===== config.mk =====
export PLATFORM = sky130hd
export DESIGN_NAME = instruction_fetch_stage
export DESIGN_NICKNAME = d
export VERILOG_FILES = /design/src/rtl/instruction_fetch_stage_pkg.sv /design/src/rtl/instruction_fetch_stage_if_id_reg.sv /design/src/rtl/instruction_fetch_stage.sv
export SDC_FILE = /design/constraint.sdc
export NUM_CORES = 1
export LEC_CHECK = 0
export ABC_CLOCK_PERIOD_IN_PS = 3500
export CORE_MARGIN = 2
export CORE_UTILIZATION = 44
export DETAILED_ROUTE_END_ITERATION = 7
export PLACE_DENSITY_LB_ADDON = 0.2
export SLEW_MARGIN = 20
export SYNTH_ARGS = -nofsm -noshare
export SYNTH_HDL_FRONTEND = slang
export SYNTH_SLANG_ARGS = --single-unit

===== constraint.sdc =====
create_clock -name clk -period 3.5 [get_ports clk]
set_input_delay 0.7 -clock clk [delete_from_list [all_inputs] [get_ports clk]]
set_output_delay 0.7 -clock clk [all_outputs]
set_load 0.01 [all_outputs]

===== src/rtl/instruction_fetch_stage_pkg.sv =====
// rtl/instruction_fetch_stage_pkg.sv - shared FSM encoding and fetch constants
package instruction_fetch_stage_pkg;

  typedef enum logic [1:0] {
    ST_BOOT = 2'd0,
    ST_RUN  = 2'd1,
    ST_HOLD = 2'd2
  } fetch_state_t;

  localparam logic [31:0] NOP_INSTR  = 32'h0000_0000;
  localparam int          WORD_BYTES = 4;

endpackage


===== src/rtl/instruction_fetch_stage_if_id_reg.sv =====
// rtl/instruction_fetch_stage_if_id_reg.sv - IF/ID pipeline register with hold and clear
module if_id_reg
  import instruction_fetch_stage_pkg::*;
#(
  parameter int WIDTH = 32
) (
  input  logic             clk,
  input  logic             rst,
  input  logic             hold,
  input  logic             clear,
  input  logic [WIDTH-1:0] pc_in,
  input  logic [WIDTH-1:0] instr_in,
  output logic [WIDTH-1:0] pc_out,
  output logic [WIDTH-1:0] instr_out,
  output logic             valid_out
);

  // Clear wins over hold so a flush can bubble a stalled entry.
  always_ff @(posedge clk or posedge rst) begin
    if (rst) begin
      pc_out    <= '0;
      instr_out <= WIDTH'(NOP_INSTR);
      valid_out <= 1'b0;
    end else if (clear) begin
      pc_out    <= '0;
      instr_out <= WIDTH'(NOP_INSTR);
      valid_out <= 1'b0;
    end else if (!hold) begin
      pc_out    <= pc_in;
      instr_out <= instr_in;
      valid_out <= 1'b1;
    end
  end

endmodule


===== src/rtl/instruction_fetch_stage.sv =====
// rtl/instruction_fetch_stage.sv - IF stage: PC, fetch FSM, IF/ID register
// Optional feature macro: IF_ALIGN_CHECK_EN (adds fetch_abort, word-aligns branch targets)
module instruction_fetch_stage
  import instruction_fetch_stage_pkg::*;
#(
  parameter int               WIDTH       = 32,
  parameter int               IMEM_LENGTH = 1024,
  parameter int               IMEM_AW     = $clog2(IMEM_LENGTH),
  parameter logic [WIDTH-1:0] RESET_PC    = 32'h0000_0000
) (
  input  logic               clk,
  input  logic               rst,
  input  logic               freeze,
  input  logic               branch_taken,
  input  logic [WIDTH-1:0]   branch_addr,
  input  logic               flush,
  output logic [IMEM_AW-1:0] imem_addr,
  input  logic [WIDTH-1:0]   imem_data,
  output logic [WIDTH-1:0]   pc_out,
  output logic [WIDTH-1:0]   instr_out,
  output logic               valid_out,
`ifdef IF_ALIGN_CHECK_EN
  output logic               fetch_abort,
`endif
  output logic [1:0]         fetch_state
);

  fetch_state_t     state, state_next;
  logic [WIDTH-1:0] pc, pc_next, pc_plus4, branch_target;
  logic             pc_load, id_hold, id_clear;

  assign pc_plus4    = pc + WIDTH'(WORD_BYTES);
  assign imem_addr   = pc[IMEM_AW+1:2];
  assign fetch_state = state;

`ifdef IF_ALIGN_CHECK_EN
  assign branch_target = {branch_addr[WIDTH-1:2], 2'b00};
`else
  assign branch_target = branch_addr;
`endif

  always_ff @(posedge clk or posedge rst) begin
    if (rst) state <= ST_BOOT;
    else     state <= state_next;
  end

  always_comb begin
    state_next = state;
    case (state)
      ST_BOOT: state_next = ST_RUN;
      ST_RUN, ST_HOLD: begin
        if (branch_taken)  state_next = ST_RUN;
        else if (freeze)   state_next = ST_HOLD;
        else               state_next = ST_RUN;
      end
      default: state_next = ST_BOOT;
    endcase
  end

  // BOOT leaves everything parked; RUN and HOLD share one priority chain.
  always_comb begin
    pc_load  = 1'b0;
    pc_next  = pc;
    id_hold  = 1'b1;
    id_clear = 1'b0;
    case (state)
      ST_RUN, ST_HOLD: begin
        if (branch_taken) begin
          pc_load  = 1'b1;
          pc_next  = branch_target;
          id_clear = 1'b1;
        end else if (freeze) begin
          id_clear = flush;
        end else begin
          pc_load  = 1'b1;
          pc_next  = pc_plus4;
          id_hold  = 1'b0;
          id_clear = flush;
        end
      end
      default: ;
    endcase
  end

  always_ff @(posedge clk or posedge rst) begin
    if (rst)          pc <= RESET_PC;
    else if (pc_load) pc <= pc_next;
  end

  if_id_reg #(.WIDTH(WIDTH)) u_if_id_reg (
    .clk       (clk),
    .rst       (rst),
    .hold      (id_hold),
    .clear     (id_clear),
    .pc_in     (pc_plus4),
    .instr_in  (imem_data),
    .pc_out    (pc_out),
    .instr_out (instr_out),
    .valid_out (valid_out)
  );

`ifdef IF_ALIGN_CHECK_EN
  logic abort_pending;
  logic load_valid;

  assign load_valid = !id_hold && !id_clear;

  // The abort rides with the first real instruction fetched from the corrected target.
  always_ff @(posedge clk or posedge rst) begin
    if (rst) begin
      abort_pending <= 1'b0;
      fetch_abort   <= 1'b0;
    end else begin
      fetch_abort <= abort_pending && load_valid;
      if (state != ST_BOOT && branch_taken) abort_pending <= |branch_addr[1:0];
      else if (load_valid)                  abort_pending <= 1'b0;
    end
  end
`endif

endmodule


=== After elaboration in Yosys (flattened, before gate mapping) ===
Index checks and enable logic that the tools add are counted.

* Bits in registers: 99
* Input bits: 69
* Output and inout bits: 77
* Logic and storage cells: 32

* Add/sub/neg operators: 1
* Eq/ne operators: 4
* Muxes and demuxes: 19
* Reduce and logical (&&, ||, !) cells: 3

{| class="wikitable"
|+ Operators with widths
! cell !! count
|-
| $mux 32 || 6
|-
| $add 32x3->32 const B || 1
|-
| $mux 1 || 10
|-
| $mux 2 || 2
|-
| $pmux 2 s2 || 1
|-
| $reduce_and 3->1 || 1
|-
| $eq 2x1->1 const B || 1
|-
| $eq 2x2->1 const B || 1
|-
| $logic_not 2->1 || 1
|-
| $ne 2x1->1 const B || 1
|-
| $ne 2x2->1 const B || 1
|-
| $reduce_or 2->1 || 1
|}

=== Depth between registers and ports, before layout ===
* Depth after elaboration: 5
* Mapped depth: 8
* Mapped depth without buffers: 7

=== By module ===
A second synthesis with hierarchy kept.

* Cells, all modules: 535
* Area total of the unflattened synthesis: 5328.9 um^2

{| class="wikitable"
|+ Modules (own cells, without submodules)
! module !! instances !! cells each !! area an instance (um^2) !! sequential area each (um^2)
|-
| instruction_fetch_stage || 1 || 325 || 2687.6 || 850.8
|-
| if_id_reg || 1 || 210 || 2641.3 || 1626.6
|}

=== Worst setup path before layout ===
No wires, ideal clock.

* Path kind: input-to-reg
* Start point: in branch_taken
* End point: reg pc[9]
* Setup time: 0.134 ns
* Arrival time: 1.807 ns
* Data required time: 3.366 ns
* Setup slack: 1.559 ns
* Cell stages on the path: 7
* Buffers on the path: 2
* Cells stage by stage: buf_2 -> clkinv_1 -> a21oi_2 -> clkbuf_1 -> o21ai_0 -> nand2_1 -> o21ai_0

* Cells in the longest elaborated chain, start to end: 3
* Elaborated cells between the ends (all ways): 5
* Classes of those cells: 1 x eq/ne; 3 x mux; 1 x reduce/logical

{| class="wikitable"
|+ RTL lines
! item !! RTL line !! RTL
|-
| from (decl) || instruction_fetch_stage.sv:14 || <nowiki>input logic branch_taken,</nowiki>
|-
| $mux 1 || instruction_fetch_stage.sv:68 || <nowiki>if (branch_taken) begin</nowiki>
|-
| $mux 1 || instruction_fetch_stage.sv:66 || <nowiki>case (state)</nowiki>
|-
| $reduce_and 3->1 (no line) || n/a ||
|-
| to (signal assigned) || instruction_fetch_stage.sv:87 || <nowiki>else if (pc_load) pc <= pc_next;</nowiki>
|-
| to (decl) || instruction_fetch_stage.sv:29 || <nowiki>logic [WIDTH-1:0] pc, pc_next, pc_plus4, branch_target;</nowiki>
|}

Several ways; a longest one is shown, not always the timed one.
A chain may end at the register's enable or synchronous reset.

=== Final worst setup path ===
* Start point: reg pc[2]
* End point: reg pc[20]

* Cells in the longest elaborated chain, start to end: 3

{| class="wikitable"
|+ RTL lines
! item !! RTL line !! RTL
|-
| $add 32x3->32 || instruction_fetch_stage.sv:32 || <nowiki>assign pc_plus4 = pc + WIDTH'(WORD_BYTES);</nowiki>
|-
| $mux 32 || instruction_fetch_stage.sv:72 || <nowiki>end else if (freeze) begin</nowiki>
|-
| $mux 32 || instruction_fetch_stage.sv:68 ||
|}

No other way between the ends. The select of a mux whose other input is x is not followed.

==> impl_results.md <==
* CTS tree: yes
* Vias in the first global route at 4,152
* Leak at 2.66 nW
* H-tree levels at 3
* Via count at 4,195
* CTS root buf: clkbuf_8
* Vias per cell at 5.69
* Clock skew at 17.5 ps
* Data required time of the worst path at 3760 ps
* MaxCap Viol Count at 0
* Placed cell area at 6310 µm²
* Post-synth top area cell: dfrtp_1
* Hold path start: u_if_id_reg.pc_out[19]
* ANT cells at 0
* Mapped Nets at 539
* Die width at 109 µm
* Post-route minimum period at 2290 ps
* Filler cell count at 946
* Relative slew slack at 62.2%
* Clock buffer count from CTS at 9
* I/O pins at 146
* Initial core utilization at 44.8%
* CP startpoint kind: flip-flop
* Final Setup Violations at 0
* Clk Latency, worst-skew pair at 370 ps
* Family with the most delay on the worst path: simple AND/OR/NAND/NOR gates
* EDFF count, synth at 0
* Drc violations at 0
* Worst hold path type: flip-flop to flip-flop
* Total congestion overflow at 0
* R2R Path End: pc[20]
* Setup bufs post-CTS at 0
* Maximum clock frequency at 0.436 GHz
* FFs w/ async S/R, synth at 100%
* R2R Setup Slk at 1210 ps
* Hold path depth at 2
* Period utilisation layout at 65.5%
* # port buffers at 145
* Post-synthesis sequential area ratio at 51.5%
* Synthesized cell area at 4810 µm²
* Max Buffers Root-to-Sink at 2
* Avg Cell Area, Syn at 10.3 µm²
* Critical path depth at 6
* Cell area after layout at 6530 µm²
* FF-to-FF Start: pc[2]
* Routability cong. at 0.826
* WHS Endpoint: u_if_id_reg.pc_out[19]
* Die height at 109 µm
* CP Max Fanout at 8
* Largest net degree at the start of global routing at 51
* Status: completed
* WHS at 489 ps
* Kind of critical path: flip-flop to flip-flop
* Inst Count DP at 722
* Dpl hpwl at 9.37 mm
* First-pass DRT Iterations at 4
* #FFs+latches synth at 99
* Worst Setup End Kind: flip-flop
* PwrDens at 710 nW/µm²
* Final setup TNS at 0 ps
* Layout cell share with drive strength beyond 1 at 7.37%
* Dpl ws at 905 ps
* Die ar. at 11,800 µm²
* Worst vdd ir at 0.419 mV
* Final net count at 665
* Slew Limit Fails at 0
* Initial antenna violation count at 0
* Final Hold Violating Endpoints at 0
* Netlist cell types at 55
* Core Region at 10,700 µm²
* Worst-path clk slew at 100 ps
* Hold_buf cts at 0
* CP bufs+invs at 0
* WL per Instance at 17.6 µm
* Unrepaired setup endpoints after global routing: false
* PnR worst setup slack at 1210 ps
* Crit path cell chain: ha_1 -> nand3_1 -> nor3_2 -> and4_1 -> a31oi_1 -> o22a_1
* Post-synth top area share at 51.5%
* Iteration-0 DRC Markers at 251
* Mapped Cells at 467
* Depth of the most critical reg-to-reg path at 6
* Finished Layout Cells at 737
* Synth-to-layout area growth at 35.8%
* Crit-path slowest cell: nor3_2
* Post-layout util at 60.8%
* Clk sinks at 99
* CP arrival at 2550 ps
* Critical Path Start: pc[2]
* Max incr delay on CP at 500 ps
* Measured slew at the worst slew-check pin at 563 ps
* GRT Util Overall at 22.9%
* Resize count post-CTS at 0
* Final ANT Viol Nets at 0
* Cell Rows at 38
* WL final at 13.0 mm
* Global-route wire length before repair at 21.1 mm
* Power Total at 4.64 mW
* Top cells by area, synth: dfrtp_1 (51%), a22o_1 (6.7%), nand2_1 (4.6%)
* Prevailing post-synth register cell: dfrtp_1
* Warnings, synthesis at 0
==> logic make-up after synthesis <==
kind of cell | share of synthesized area, %
compound gates | 21.6
simple gates | 14.6
flops | 51.5
buf+inv | 5.59
xor+xnor | 5.28
mux | 0.676
fa+ha+maj | 0.780
==> routing by layer <==
metal  part of all wire, %  vias to the layer above  track usage [%]
met4                  0.90                        0             7.97
met5                     0                        -                0
met1                    44                     2092             30.5
met2                    48                      141             37.3
met3                   6.7                       13             4.40
li1                      -                     1949                -
==> power breakdown <==
part	internal (mW)	leakage, nW	switching [mW]	total (mW)
Combinational	0.952	1.27	0.928	1.88
Clock	0.424	0.113	0.414	0.838
Sequential	1.50	1.28	0.418	1.92
==> synthesized netlist by cell type, types with 3 or more instances <==
library cell / n
a21oi_1: 21
a22o_1: 37
a22oi_1: 4
a2bb2oi_1: 12
a31oi_1: 3
and3_1: 6
and4_1: 4
buf_1: 3
buf_2: 8
buf_4: 11
clkbuf_1: 16
clkbuf_8: 3
dfrtp_1: 99
ha_1: 3
inv_1: 5
nand2_1: 59
nand3_1: 13
nand4_1: 6
nor2_1: 19
nor3_1: 5
nor4_2: 4
o21ai_0: 40
o21ai_1: 5
o22a_1: 3
o22ai_1: 14
o2bb2ai_1: 3
xnor2_1: 11
xor2_1: 18
==> cell type report <==
cell class              count  area, µm²  area share, %
clock buffers              10        138           2.11
clock inverters             5       86.3           1.32
inverters                   6       25.0          0.383
multi-input cells         320       2080           31.8
flip-flops and latches     99       2480           37.9
well taps                 140        175           2.68
repair buffers            157       1550           23.8
==> tightest hold or removal path, cell delays in order (launching register included) <==
cell and delay [ps]:
dfrtp_1 350, nand2_1 40, o21ai_0 60
==> flip-flops by register name, indices dropped and copies added (netlist names) <==
register               cells
fetch_state                2
pc                        32
u_if_id_reg.instr_out     32
u_if_id_reg.pc_out        32
u_if_id_reg.valid_out      1
==> worst max path at each step <==
stage,end
after CTS,pc[20]
after global placement,u_if_id_reg.instr_out[11]
after detailed placement,u_if_id_reg.instr_out[18]
after floorplan,fetch_state[0]
final,pc[20]
after global routing,pc[30]
==> cells in the final DEF, fill, tap and decap left out, drive strengths merged, types with 2 or more instances in the layout <==
cell           synthesis  routed
clkdlybuf4s50          0     145
dfrtp                 99      99
nand2                 59      59
o21ai                 45      45
a22o                  37      37
a21oi                 22      22
nor2                  19      19
xor2                  18      18
o22ai                 14      14
nand3                 13      13
a2bb2oi               12      12
buf                   23      12
xnor2                 11      11
clkbuf                19      10
nand4                  8       8
and3                   7       7
nor3                   7       7
inv                    5       6
nor4                   6       6
and4                   5       5
a22oi                  4       4
o22a                   3       3
a31oi                  3       3
o2bb2ai                3       3
ha                     3       3
clkinv                 1       3
o21a                   2       2
mux2                   2       2
or3                    2       2
a311oi                 2       2
bufinv                 0       2
(Power assumes the default switching activity.)
